`config.mk`:
```
export PLATFORM = sky130hd
export DESIGN_NAME = rr_mux4_arbiter_flat
export DESIGN_NICKNAME = d
export VERILOG_FILES = /design/src/rtl/rr_mux4_arbiter_if.sv /design/src/rtl/rr_mux4_arbiter.sv /design/src/flat_wrapper.sv
export SDC_FILE = /design/constraint.sdc
export NUM_CORES = 1
export LEC_CHECK = 0
export CAP_MARGIN = 20
export CELL_PAD_IN_SITES_DETAIL_PLACEMENT = 1
export CELL_PAD_IN_SITES_GLOBAL_PLACEMENT = 2
export CORE_UTILIZATION = 28
export CTS_BUF_LIST = sky130_fd_sc_hd__clkbuf_8
export DETAILED_ROUTE_END_ITERATION = 8
export PLACE_DENSITY_LB_ADDON = 0.1
export SLEW_MARGIN = 10
export SYNTH_ARGS = -nofsm -noshare
export SYNTH_HDL_FRONTEND = slang
export SYNTH_SLANG_ARGS = --single-unit
```
`constraint.sdc`:
```
create_clock -name clk -period 2.14 [get_ports clk]
set_input_delay 0.428 -clock clk [delete_from_list [all_inputs] [get_ports clk]]
set_output_delay 0.428 -clock clk [all_outputs]
set_load 0.005 [all_outputs]
```
`src/rtl/rr_mux4_arbiter_if.sv`:
```
// Request/data bus between four requesters and the round-robin mux arbiter.
// The master side drives requests and data; the slave (arbiter) returns grant, select and muxed bit.
interface rr_mux4_arbiter_if;
  logic [3:0] req;
  logic [3:0] din;
  logic [3:0] gnt;
  logic [1:0] S;
  logic       valid;
  logic       F;

  modport master (
    output req,
    output din,
    input  gnt,
    input  S,
    input  valid,
    input  F
  );

  modport slave (
    input  req,
    input  din,
    output gnt,
    output S,
    output valid,
    output F
  );
endinterface

```
`src/rtl/rr_mux4_arbiter.sv`:
```
// Round-robin arbiter owning a shared 4:1 one-bit mux path.
// A holder is pre-empted after MAX_HOLD cycles only if someone else is waiting.
module rr_mux4_arbiter #(
  parameter int unsigned MAX_HOLD = 4
) (
  input logic               clk,
  input logic               rst,
  rr_mux4_arbiter_if.slave  bus
);

  typedef enum logic {IDLE, GRANT} state_t;

  localparam logic [3:0] CNT_MAX = 4'(MAX_HOLD - 1);

  state_t     state_q;
  logic [3:0] gnt_q;
  logic [1:0] s_q;
  logic [1:0] ptr_q;
  logic [3:0] cnt_q;

  // While granted, any re-arbitration starts just past the current owner.
  logic [1:0] base;
  assign base = (state_q == GRANT) ? s_q + 2'd1 : ptr_q;

  logic [1:0] cand_idx [4];
  logic [3:0] cand_hit;

  genvar gi;
  generate
    for (gi = 0; gi < 4; gi++) begin : g_cand
      assign cand_idx[gi] = base + 2'(gi);
      assign cand_hit[gi] = bus.req[cand_idx[gi]];
    end
  endgenerate

  logic [1:0] win_idx;
  always_comb begin
    win_idx = cand_idx[0];
    for (int i = 3; i >= 0; i--) begin
      if (cand_hit[i]) win_idx = cand_idx[i];
    end
  end

  logic any_req;
  logic others_waiting;
  logic owner_released;
  logic rotate;

  assign any_req        = |bus.req;
  assign others_waiting = |(bus.req & ~(4'b0001 << s_q));
  assign owner_released = ~bus.req[s_q];
  assign rotate         = (cnt_q == CNT_MAX) && others_waiting;

  always_ff @(posedge clk) begin
    if (rst) begin
      state_q <= IDLE;
      gnt_q   <= 4'b0000;
      s_q     <= 2'd0;
      ptr_q   <= 2'd0;
      cnt_q   <= 4'd0;
    end else begin
      case (state_q)
        IDLE: begin
          if (any_req) begin
            state_q <= GRANT;
            s_q     <= win_idx;
            gnt_q   <= 4'b0001 << win_idx;
            cnt_q   <= 4'd0;
          end
        end
        GRANT: begin
          if (owner_released || rotate) begin
            ptr_q <= s_q + 2'd1;
            if (any_req) begin
              s_q   <= win_idx;
              gnt_q <= 4'b0001 << win_idx;
              cnt_q <= 4'd0;
            end else begin
              state_q <= IDLE;
              gnt_q   <= 4'b0000;
            end
          end else if (cnt_q != CNT_MAX) begin
            cnt_q <= cnt_q + 4'd1;
          end
        end
        default: state_q <= IDLE;
      endcase
    end
  end

  assign bus.gnt   = gnt_q;
  assign bus.S     = s_q;
  assign bus.valid = (state_q == GRANT);
  assign bus.F     = (state_q == GRANT) ? bus.din[s_q] : 1'b0;

endmodule

```
`src/flat_wrapper.sv`:
```
// flat-port wrapper written by rule: the top's interface ports become plain ports
module rr_mux4_arbiter_flat 
#(
  parameter int unsigned MAX_HOLD = 4
)
  (clk, rst, bus_req, bus_din, bus_gnt, bus_S, bus_valid, bus_F);
  rr_mux4_arbiter_if bus_i ();
  input logic clk;
  input logic rst;
  input wire logic [$bits(bus_i.req)-1:0] bus_req;
  input wire logic [$bits(bus_i.din)-1:0] bus_din;
  output wire logic [$bits(bus_i.gnt)-1:0] bus_gnt;
  output wire logic [$bits(bus_i.S)-1:0] bus_S;
  output wire logic [$bits(bus_i.valid)-1:0] bus_valid;
  output wire logic [$bits(bus_i.F)-1:0] bus_F;
  assign bus_i.req = bus_req;
  assign bus_i.din = bus_din;
  assign bus_gnt = bus_i.gnt;
  assign bus_S = bus_i.S;
  assign bus_valid = bus_i.valid;
  assign bus_F = bus_i.F;
  rr_mux4_arbiter #(.MAX_HOLD(MAX_HOLD)) u_core (.clk(clk), .rst(rst), .bus(bus_i));
endmodule
```
**After elaboration in Yosys (flattened, before gate mapping)**

Cells that the tools add are included.

- Bits in registers: 13
- Output and inout port bits: 8

- $add $sub $neg: 5
- Order comparisons: 5
- Equal/unequal tests: 5
- Shift operators: 2
- Multiplexer cells: 32
- Bitwise operators: 4
- Reduce and logical (&&, ||, !) cells: 6

Operators with widths:

| cell | count |
|---|---|
| $mux 4 | 6 |
| $pmux 4 s2 | 2 |
| $lt 2x3->1 const B | 5 |
| $mux 2 | 7 |
| $bmux 1 s2 | 6 |
| $mux 1 | 9 |
| $reduce_or 4->1 | 2 |
| $shl 1x2->4 const A | 2 |
| $add 2x1->2 const B | 2 |
| $add 2x2->2 const B | 2 |
| $add 4x1->4 const B | 1 |
| $and 4x4->4 | 1 |
| $eq 4x2->1 const B | 1 |
| $ne 4x2->1 const B | 1 |
| $not 4->4 | 1 |
| $pmux 2 s2 | 1 |
| $reduce_and 2->1 | 2 |
| $ne 3x3->1 const B | 1 |
| $ne 2x1->1 const B | 1 |
| $ne 2x2->1 const B | 1 |
| $not 1->1 | 2 |
| $pmux 1 s2 | 1 |
| $logic_and 1x1->1 | 1 |
| $logic_or 1x1->1 | 1 |

**Longest topological paths before layout**

- Depth in word-level cells: 13
- Gate-level depth with buffers: 8
- Gate-level depth less buffers: 7

**Least setup slack after synthesis**

Ideal clock, no wire load.

- Path kind: reg-to-reg
- Start point: reg u_core.s_q[0], in the netlist u_core.bus.S[0]
- End point: reg u_core.gnt_q[0], in the netlist u_core.bus.gnt[0]
- Arrival: 1.928 ns
- Required time: 2.023 ns
- Setup slack: 0.095 ns
- Cell stages (with the launch flop): 9
- Path buffers: 1
- Cell sequence: dfxtp_1 buf_2 inv_1 ha_1 mux2i_2 nor3_1 o32ai_2 nor2_1 a32o_1

- Word-level cells in the longest chain between the ends: 13
- Elaborated cells between the ends (all ways): 33
- Those cells by class: add/sub (4); eq/ne (1); shift (2); mux (19); bitwise (3); reduce/logical (4)

RTL lines:

| element | RTL line | source |
|---|---|---|
| from (decl) | rr_mux4_arbiter.sv:17 | `logic [1:0] s_q;` |
| from (signal assigned) | rr_mux4_arbiter.sv:66 | `s_q <= win_idx;` |
| from (signal assigned) | rr_mux4_arbiter.sv:75 | `s_q <= win_idx;` |
| $add 2x1->2 | rr_mux4_arbiter.sv:23 | `assign base = (state_q == GRANT) ? s_q + 2'd1 : ptr_q;` |
| $mux 2 | rr_mux4_arbiter.sv:23 |  |
| $add 2x2->2 | rr_mux4_arbiter.sv:31 | `assign cand_idx[gi] = base + 2'(gi);` |
| $bmux 1 s2 | rr_mux4_arbiter.sv:32 | `assign cand_hit[gi] = bus.req[cand_idx[gi]];` |
| $mux 1 (not written as such) | rr_mux4_arbiter.sv:32 |  |
| $mux 2 (4 in a row) | rr_mux4_arbiter.sv:40 | `if (cand_hit[i]) win_idx = cand_idx[i];` |
| $shl 1x2->4 | rr_mux4_arbiter.sv:67, rr_mux4_arbiter.sv:76 |  |
| $mux 4 | rr_mux4_arbiter.sv:74 | `if (any_req) begin` |
| $mux 4 | rr_mux4_arbiter.sv:72 | `if (owner_released \|\| rotate) begin` |
| $pmux 4 s2 | rr_mux4_arbiter.sv:62 | `case (state_q)` |
| to (signal assigned) | rr_mux4_arbiter.sv:67 | `gnt_q <= 4'b0001 << win_idx;` |
| to (signal assigned) | rr_mux4_arbiter.sv:76 | `gnt_q <= 4'b0001 << win_idx;` |
| to (decl) | rr_mux4_arbiter.sv:16 | `logic [3:0] gnt_q;` |

Parallel ways exist; a longest one is shown, timed or not. The select of a mux whose other input is x is not followed.
A chain may end at the register's enable or synchronous reset.

**Final worst setup path**

- Start point: in bus_din[3]
- End point: out bus_F

- Word-level cells in the longest chain between the ends: 3

RTL lines:

| element | RTL line | source |
|---|---|---|
| from (decl) | flat_wrapper.sv:11 | `input wire logic [$bits(bus_i.din)-1:0] bus_din;` |
| $bmux 1 s2 | rr_mux4_arbiter.sv:94 | `assign bus.F = (state_q == GRANT) ? bus.din[s_q] : 1'b0;` |
| $mux 1 (not written as such) | rr_mux4_arbiter.sv:94 |  |
| $mux 1 | rr_mux4_arbiter.sv:94 |  |
| to (decl) | flat_wrapper.sv:15 | `output wire logic [$bits(bus_i.F)-1:0] bus_F;` |

No other way between the ends. The select of a mux whose other input is x is not followed.

==> flow_summary.toml <==
[outcome]
status = "completed"

[sta]
setup_slack_ns = 0.0755
max_freq_mhz = 484
skew_ns = 0.000925
setup_viol = 0
slew_headroom = 0.715
tns_ns = 0
finalCritPeriodShare = 0.965
tightest_slew_ns = 0.427
rsz0062_at_grt = "yes"
period_needed_ns = 2.06
slew_violations = 0
finalHoldViolations = 0

[detailed_routing]
vias_per_cell = 4.79
wirelength_um = 2400
wl_per_cell_um = 13.3
postRouteAntennaNets = 0
vias = 862
drt_iter0_markers = 17
first_pass_iters = 4
drc = 0

[synthesis]
synth.area.mux_share = 0.0970
yosys.area_share.simple = 0.266
synthCells = 102
synth_top_family_by_area = "simple AND/OR/NAND/NOR gates"
synth_compound_area_frac = 0.214
seq_area_frac_synth = 0.293
yosys-top-cells-count = "dfxtp_1, nor2_1, nand2_1, nand2b_1, inv_1"
synth_nets = 117
syn-cell-area_sq_um = 890
synth_xor_area_frac = 0.0197
synthFlopType = "dfxtp_1"
ys_types = 39
synth_top_area_frac = 0.293
synthArstFlopShare = 0
synth_edf_count = 0
yosysTopAreaCell = "dfxtp_1"
synthAdderAreaFrac = 0.0703
yosysMostFrequentCell = "dfxtp_1"
yosys_warnings = 0
ys_top_cells_by_area = "dfxtp_1, ha_1, mux2i_1"
synth_seq_cells = 13
avgSynthCellArea_sq_um = 8.72

[setup_path]
path_class = "primary input to primary output"
end_kind = "primary output"
crit_chain = "clkdlybuf4s50_1, mux4_2, and2_4, clkdlybuf4s15_1"
critPathLaunchType = "primary input"
crit_arrival_ns = 1.64
cp_top_family = "buffers and inverters"
critical-path-max-stage-delay_ns = 0.46
critPathMaxFanout = 1
cp_slowest_cell = "mux4_2"
crit_required_ns = 1.71
cp.buffers_inverters = 2

[place]
preCtsSetupSlack_ns = -0.169
port_buffers = 17
gp_congestion = 0.726
dpl.hpwl_um = 1880

[grt]
grt_remaining_overflow = 0
antenna_found_initial = 0
grt_usage = 0.158
grt_pass1_vias = 865
grt_max_degree = 12
grt_pass1_wl_um = 4040

[power_and_ir_drop]
power_density_mw_per_mm2 = 656
ir_worst_vdd_mv = 0.424
power_frac_seq = 0.339
swShare = 0.313
internal_power_uw = 575
p_sw_uw = 263
leakagePower_uw = 0.000527
power_frac_comb = 0.398
p_clk_frac = 0.263

[finish]
drive_above_1_share = 0.221
areaGrowthSynthToFinish_pct = 43.6
utilization = 0.422
fillCellCount = 363
n_antenna_cell = 0
fin_nets = 152

[clock_tree]
cts_tree = "done"
clk_latency_ns = 0.25
path_clk_slew_ns = 0.06
clockRootBuffer = "clkbuf_8"
numCtsBuffers = 3
post_cts_buffers = 0
htree_levels = 1
cts_resized = 1
clock_sinks = 13
cts_buffer_depth = 2
hold_buffers = 0

[floorplan]
ios = 18
die_w_um = 58.4
start_util = 0.294
die_h_um = 58.4
rows = 20
coreArea_sq_mm = 0.00303
die_area_sq_mm = 0.00341

[worst_hold_path]
min_path_type = "flop to flop"

[run]
cap_violations = 0
-- worst reg2reg max path, delay by kind of cell, from the launching register on --
family / cells / cell delay (ns)
compound gates: 3 / 0.78
fa+ha+maj: 1 / 0.19
flops: 1 / 0.36
simple gates: 2 / 0.54
-- power groups by stage --
| stage | logic, uW | registers [uW] | clock network, uW |
|---|---|---|---|
| 6_report | 333 | 284 | 221 |
| 5_1_grt | 367 | 287 | 241 |
| 4_1_cts | 331 | 284 | 228 |
| 3_5_place_dp | 331 | 288 | 0 |
| 3_3_place_gp | 327 | 288 | 0 |
| 2_1_floorplan | 176 | 289 | 0 |
-- placed cells by master, fill, tap and decap left out, types with 5 or more instances in the layout --
cell,instances
inv_1,7
nand2_1,7
o21ai_0,5
nor2_1,9
dfxtp_1,13
buf_4,16
ha_1,5
nand2b_1,7
clkdlybuf4s50_1,16
mux2i_1,5
-- worst paths after layout --
kind	start	to	slack, ns	cells past startpoint
max	bus_din[3]	bus_F	0.08	4
min reg2reg	u_core.bus.gnt[3]$_SDFFE_PP0P_	u_core.bus.gnt[3]$_SDFFE_PP0P_	0.49	2
max reg2reg	u_core.cnt_q[0]$_SDFFE_PP0P_	u_core.bus.gnt[1]$_SDFFE_PP0P_	0.17	6
min	u_core.bus.gnt[3]$_SDFFE_PP0P_	u_core.bus.gnt[3]$_SDFFE_PP0P_	0.49	2
-- logic make-up after synthesis --
family          Yosys count
xor+xnor                  2
compound gates           23
buf+inv                   9
fa+ha+maj                 5
simple gates             43
flops                    13
mux                       7
-- layout make-up --
type                    instances  area [sq um]  area share
multi-input cells              80           604       0.473
repair buffers                 33           290       0.227
flip-flops and latches         13           260       0.204
well taps                      44          55.1      0.0431
clock buffers                   3          41.3      0.0323
inverters                       6          22.5      0.0176
clock inverters                 1          3.75     0.00294
-- metrics by stage --
step	instance area (sq um)	total power [uW]	hold slack [ns]	cells
after detailed placement	1220	619	0.486	176
after CTS	1260	843	0.494	180
after global routing	1280	895	0.530	180
after floorplan	890	465	0.465	102
after global placement	1220	615	0.465	176
final	1280	838	0.490	180
-- routing by layer --
| layer | share of wire | track usage |
|---|---|---|
| met5 | 0 | 0 |
| met4 | 0.0092 | 0.0306 |
| met3 | 0.022 | 0.0462 |
| met2 | 0.47 | 0.261 |
| met1 | 0.50 | 0.207 |
-- registers in the layout, indices dropped and copies added (netlist names) --
name / cells
u_core.bus.gnt: 4
u_core.cnt_q: 4
u_core.bus.S: 2
u_core.ptr_q: 2
u_core.bus.valid: 1
Power figures use the tool's default switching activity.
